### config.mk
export PLATFORM = sky130hd
export DESIGN_NAME = priority_decoder_seq
export DESIGN_NICKNAME = d
export VERILOG_FILES = /design/src/rtl/priority_decoder_seq.sv
export SDC_FILE = /design/constraint.sdc
export NUM_CORES = 1
export LEC_CHECK = 0
export BUFFER_PORTS_ARGS = -buffer_cell sky130_fd_sc_hd__clkbuf_2
export CAP_MARGIN = 20
export CORE_MARGIN = 5
export CORE_UTILIZATION = 35
export DETAILED_ROUTE_END_ITERATION = 8
export GPL_ROUTABILITY_DRIVEN = 0
export PLACE_DENSITY = 0.61
export REMOVE_ABC_BUFFERS = 1
export SYNTH_ARGS = -nofsm -noshare
export SYNTH_HDL_FRONTEND = slang
export SYNTH_SLANG_ARGS = --single-unit
### constraint.sdc
create_clock -name clk -period 1.8 [get_ports clk]
set_input_delay 0.54 -clock clk [delete_from_list [all_inputs] [get_ports clk]]
set_output_delay 0.54 -clock clk [all_outputs]
set_load 0.01 [all_outputs]
### src/rtl/priority_decoder_seq.sv
// Timed one-hot strobe generator: decodes a CODE_W-bit index into a 2**CODE_W one-hot y.
// Latency: y is registered on the accepting edge and held HOLD cycles, then GAP idle cycles.
// Backpressure: in_ready is low outside IDLE, so one code is accepted per HOLD+GAP+1 cycles.
//
// Ports:
//   clk, rst_n          - rising-edge clock, asynchronous active-low reset
//   in_valid, in_ready  - code handshake; transfer when both are high on a rising edge
//   code                - index to decode
//   y, y_valid          - registered one-hot strobe and its qualifier (high while y != 0)
//   busy                - high whenever the block is not in IDLE
//   count               - 16-bit saturating accepted-code counter (only with PD_COUNT_EN)
//
// Optional feature: define PD_COUNT_EN to add the count port and its counter.

module priority_decoder_seq #(
    parameter int CODE_W = 3,
    parameter int HOLD   = 4,
    parameter int GAP    = 1
) (
    input  logic                   clk,
    input  logic                   rst_n,
    input  logic                   in_valid,
    output logic                   in_ready,
    input  logic [CODE_W-1:0]      code,
    output logic [(1<<CODE_W)-1:0] y,
    output logic                   y_valid,
`ifdef PD_COUNT_EN
    output logic                   busy,
    output logic [15:0]            count
`else
    output logic                   busy
`endif
);

    localparam int OUT_W = 1 << CODE_W;

    // Counter reload values; the GAP load is only used when GAP > 0, so the
    // guard keeps the GAP == 0 build from computing a negative constant.
    localparam logic [7:0] HOLD_LOAD = 8'(HOLD - 1);
    localparam logic [7:0] GAP_LOAD  = (GAP > 0) ? 8'(GAP - 1) : 8'd0;
    localparam bit         HAS_GAP   = (GAP > 0);

    typedef enum logic [1:0] {
        S_IDLE  = 2'd0,
        S_DRIVE = 2'd1,
        S_GAP   = 2'd2
    } state_t;

    state_t     state;
    logic [7:0] cnt;

    // Handshake and status are pure decodes of the registered state, so in_ready
    // never has a combinational path from in_valid.
    assign in_ready = (state == S_IDLE);
    assign busy     = (state != S_IDLE);

    wire transfer = in_valid && (state == S_IDLE);

    always_ff @(posedge clk or negedge rst_n) begin
        if (!rst_n) begin
            state   <= S_IDLE;
            cnt     <= 8'd0;
            y       <= '0;
            y_valid <= 1'b0;
        end else begin
            case (state)
                S_IDLE: begin
                    if (transfer) begin
                        y       <= {{(OUT_W-1){1'b0}}, 1'b1} << code;
                        y_valid <= 1'b1;
                        cnt     <= HOLD_LOAD;
                        state   <= S_DRIVE;
                    end
                end
                S_DRIVE: begin
                    // code/in_valid are deliberately ignored here; y stays frozen.
                    if (cnt != 8'd0) begin
                        cnt <= cnt - 8'd1;
                    end else begin
                        y       <= '0;
                        y_valid <= 1'b0;
                        if (HAS_GAP) begin
                            cnt   <= GAP_LOAD;
                            state <= S_GAP;
                        end else begin
                            state <= S_IDLE;
                        end
                    end
                end
                S_GAP: begin
                    if (cnt != 8'd0) begin
                        cnt <= cnt - 8'd1;
                    end else begin
                        state <= S_IDLE;
                    end
                end
                default: begin
                    state   <= S_IDLE;
                    cnt     <= 8'd0;
                    y       <= '0;
                    y_valid <= 1'b0;
                end
            endcase
        end
    end

`ifdef PD_COUNT_EN
    logic [15:0] count_q;

    // Saturating count of accepted codes; sticks at all-ones instead of wrapping.
    always_ff @(posedge clk or negedge rst_n) begin
        if (!rst_n) begin
            count_q <= 16'd0;
        end else if (transfer && (count_q != 16'hFFFF)) begin
            count_q <= count_q + 16'd1;
        end
    end

    assign count = count_q;
`endif

endmodule

; Word level (Yosys, flattened, before mapping)
; Cells that the tools add are included.
[word_totals]
output_inout_bits = 11
inputBits = 6
regBits = 19
elab_cells = 34
[op_classes]
reduce_logical = 7
eq_ne = 6
addsub = 1
bitwise_logic = 1
shifts = 1
mux = 14
[op_table]
columns = operator, count
row1 = $pmux 8 s3, 2
row2 = $mux 8, 5
row3 = $reduce_bool 8->1, 1
row4 = $shl 1x3->8 const A, 1
row5 = $sub 8x1->8 const B, 1
row6 = $mux 2, 3
row7 = $ne 2x2->1 const B, 3
row8 = $pmux 2 s3, 1
row9 = $reduce_and 3->1, 2
row10 = $pmux 1 s3, 1
row11 = $eq 2x1->1 const B, 1
row12 = $eq 2x2->1 const B, 1
row13 = $logic_not 2->1, 1
row14 = $mux 1, 2
row15 = $ne 2x1->1 const B, 1
row16 = $reduce_and 2->1, 1
row17 = $reduce_bool 2->1, 1
row18 = $logic_and 1x1->1, 1
row19 = $not 1->1, 1

; Depth between registers and ports, before layout
[logic_depth]
ltp_word = 4
ltp_mapped = 7
depth_no_buf = 6

; Least setup slack after synthesis
; Ideal clock, no wire load.
[synth_timing]
kind = flip-flop to flip-flop
from = register cnt[2]
to = register cnt[0]
required_ps = 1669
path_stages_with_launch = 6
t_arrival_ps = 1639
period_less_slack_ps = 1771
setup_time_ps = 131
path_slack_ps = 29
path_cell_list = dfrtp_1 > buf_6 > or4_4 > o31ai_4 > nor3_1 > or3_1
[synth_via]
elab_chain_cells = 3
word_cells_on_any_way = 5
[synth_lines]
columns = element, line
row1 = "start, declared", 50  ; logic [7:0] cnt;
row2 = "start signal, assigned", 78  ; cnt <= cnt - 8'd1;
row3 = "start signal, assigned", 92  ; cnt <= cnt - 8'd1;
row4 = $reduce_bool 8->1 *, "77, 91"
row5 = $mux 8 / $ne 2x2->1 (equally long branches), --
row6 = $pmux 8 s3 / $reduce_and 2->1 (equally long branches), --
; Every way passes the cells marked *; elsewhere a longest branch is shown, timed or not.
; A chain may end at the register's enable or synchronous reset.

; Final worst setup path
[layout_timing]
from = register cnt[5]
to = register cnt[0]
; Same word-level chain as after synthesis.

==> impl_results.md <==
* Status: finished clean
* Clk Tree Root Cell: clkbuf_4
* Max Slew Vio Count at 0
* Final hold violation count at 0
* Max Freq at 556 MHz
* RSZ-0062 raised after global routing: true
* Share of Yosys cell area claimed by the top area cell type at 0.451
* ANT nets after route at 0
* CTS tree: done
* Cell Area, Synth at 0.00105 sq mm
* YS warnings at 0
* Worst clock skew at 0.00568 ns
* DR iter-0 viols at 15
* Gr usage total at 0.126
* P&R area growth vs syn at 26.6%
* Core area at slightly below 0.003 sq mm
* Final setup fails at 0
* Net Switching at 923 uW
* Max VDD drop at 665 uV
* Row Count at 20
* Largest net degree at the start of global routing at 20
* IO buf count at 16
* Place WS at -0.0506 ns
* Post-DP HPWL at 1.88 mm
* CP max stage cell: or4_4
* Actual slew at the worst max-slew pin at between 0.4 and 0.5 ns
* Yosys reg bits at 19
* DRT Pass-1 Iters at 4
* Dominant synthesized flop cell: dfrtp_1
* Pwr Density at around 1700 mW/mm^2
* CTS buffer count at 3
* Synth area leaders: dfrtp_1 (45%), a22o_1 (5.8%), a32o_1 (2.8%), ha_1 (2.4%), nor2b_1 (2.4%)
* Nature of the critical path startpoint: flip-flop
* Die width at 64.9 um
* WL final at about 2.4 mm
* Async set-reset flop share out of synthesis at 1.00
* Die area at 0.00421 sq mm
* Clock slew at reported path FFs at 0.11 ns
* Total power at 2.23 mW
* Die H at 64.9 um
* Count leader, synth: dfrtp_1
* CTS max path bufs at 2
* Count of cell types in the netlist at 41
* Number of global-route vias before repair at 923
* Number of clock sinks at 19
* CP Capture Type: flip-flop
* P_leak at 0.618 nW
* Grt ovf at 0
* Hold Path Class: in -> async
* CTS H-tree lvls at 1
* Max FO, Critical Path at 5
* Share of cells above drive strength 1 at 0.386
* Vias at a little over 900
* Clk Latency, worst-skew pair at 0.31 ns
* CP top delay family: simple AND/OR/NAND/NOR gates
* Required @ worst endpoint at ~2.0 ns
* Crit path buf inv count at 0
* Sequential area share after synthesis at 0.451
* Initial Util at 0.354
* Nets at 141
* Syn_area_per_cell at 10.8 sq um
* ANT cells at 0
* Combinational power share at 0.592
* Clk pwr share at 0.100
* Filler cells at between 200 and 300
* Pint at roughly 1.3 mW
* Worst stage delay on the critical path at about 0.59 ns
* Rel. slew slack at 0.692
* DR vias/cell at 5.62
* Crit path kind: reg -> reg
* Initial antenna violation count at 0
* Mapped Cells at 98
* Switching Fraction at 0.415
* WL/cell at 14.3 um
* Worst Path Arrival at 1.99 ns
* Period minus WS final at 1.80 ns
* Sequential power share at 0.308
* Max-Cap Viols at 0
* Final routed DRC violation total at 0
* Setup WS post-layout at 0.000363 ns
* Biggest area consumer among synthesized cells: dfrtp_1
* CP cell instances: or4_4 > o31ai_4 > nor3_1 > or3_1
* EDFF count, synth at 0
* Final period utilization at 1.00
* I/O Pins at 17
* Synth top cells by count: dfrtp_1 (19), a22o_1 (7), inv_1 (5), nor2_1 (5), nor2b_1 (4)
* Global-route wire length before repair at 4.17 mm
-- worst paths after layout --
check	from	end	slack [ns]	cells after the start
worst max-delay path	cnt[5]	cnt[0]	0.0004	4
worst min-delay path	rst_n	cnt[4]	0.16	1
worst max register to register	cnt[5]	cnt[0]	0.0004	4
worst min register to register	y[3]	y[3]	0.51	1
max in group asynchronous	rst_n	cnt[5]	1.30	1
min in group clk	in_valid	state[0]	0.50	3
-- cell type report --
type | count | area (sq um) | share of cell area
well taps | 33 | 41.3 | 0.0309
clock inverters | 1 | 5.00 | 0.00375
repair buffers | 34 | 215 | 0.161
flip-flops and latches | 19 | 480 | 0.360
clock buffers | 3 | 22.5 | 0.0169
inverters | 5 | 18.8 | 0.0141
multi-input cells | 70 | 552 | 0.413
-- sequential cells by signal (all words and copies together) (netlist names) --
signal and count:
y 8, cnt 8, y_valid 1, state 2
-- metal layers --
layer  routed length [um]  global-route usage
met2                 1210               0.220
met5                    0                   0
met4                   50              0.0580
met3                   61              0.0191
met1                 1040               0.150
-- power groups by stage --
| stage | Clock (mW) | Combinational (mW) | Sequential (mW) |
|---|---|---|---|
| CTS | 0.228 | 1.24 | 0.676 |
| finish | 0.222 | 1.32 | 0.685 |
| global placement | 0 | 1.21 | 0.684 |
| floorplan | 0 | 0.692 | 0.737 |
| detailed placement | 0 | 1.23 | 0.686 |
| global route | 0.253 | 1.45 | 0.706 |
-- worst reg2reg max path, delay by kind of cell (launching register included) --
kind	cells	cell delay (ns)
simple gates	3	0.99
flops	1	0.46
compound gates	1	0.23
-- cell usage in the layout (no fill, tap or decap), types with 3 or more instances in the layout --
cell type and n:
nor2_1 4, dfrtp_2 4, dfrtp_1 15, inv_1 5, or3_1 3, clkbuf_4 3, nor3_1 3, o21ai_0 3
a22o_1 7, buf_4 18, clkbuf_2 16, a31oi_1 3, a32o_1 3, o31ai_1 3, nor2b_1 4
-- timing repair --
| action | CTS | global route |
|---|---|---|
| resized for setup | 0 | 9 |
| pin swaps | 1 | 2 |
| hold buffers | 0 | 0 |
| endpoints found under the hold margin | 0 | 0 |
| setup buffers | 0 | 3 |
| setup endpoints to repair | 5 | 14 |
-- cell families after synthesis --
| kind of cell | after synthesis | synth area share |
|---|---|---|
| mux | 1 | 0.00949 |
| compound gates | 33 | 0.254 |
| fa+ha+maj | 2 | 0.0237 |
| buf+inv | 9 | 0.0486 |
| simple gates | 33 | 0.205 |
| xor+xnor | 1 | 0.00831 |
| flops | 19 | 0.451 |
-- through the flow --
| stage | setup TNS [ns] | hold WS (ns) | instance area (sq um) | std cells | util |
|---|---|---|---|---|---|
| final | 0 | 0.156 | 1340 | 165 | 0.448 |
| after global routing | -0.102 | 0.184 | 1340 | 165 | 0.448 |
| after CTS | -0.00558 | 0.175 | 1280 | 162 | 0.431 |
| after detailed placement | -0.0881 | 0.483 | 1260 | 158 | 0.422 |
| after global placement | 0 | 0.476 | 1260 | 158 | 0.422 |
| after floorplan | 0 | 0.244 | 1020 | 94 | - |
Power figures use the tool's default switching activity.
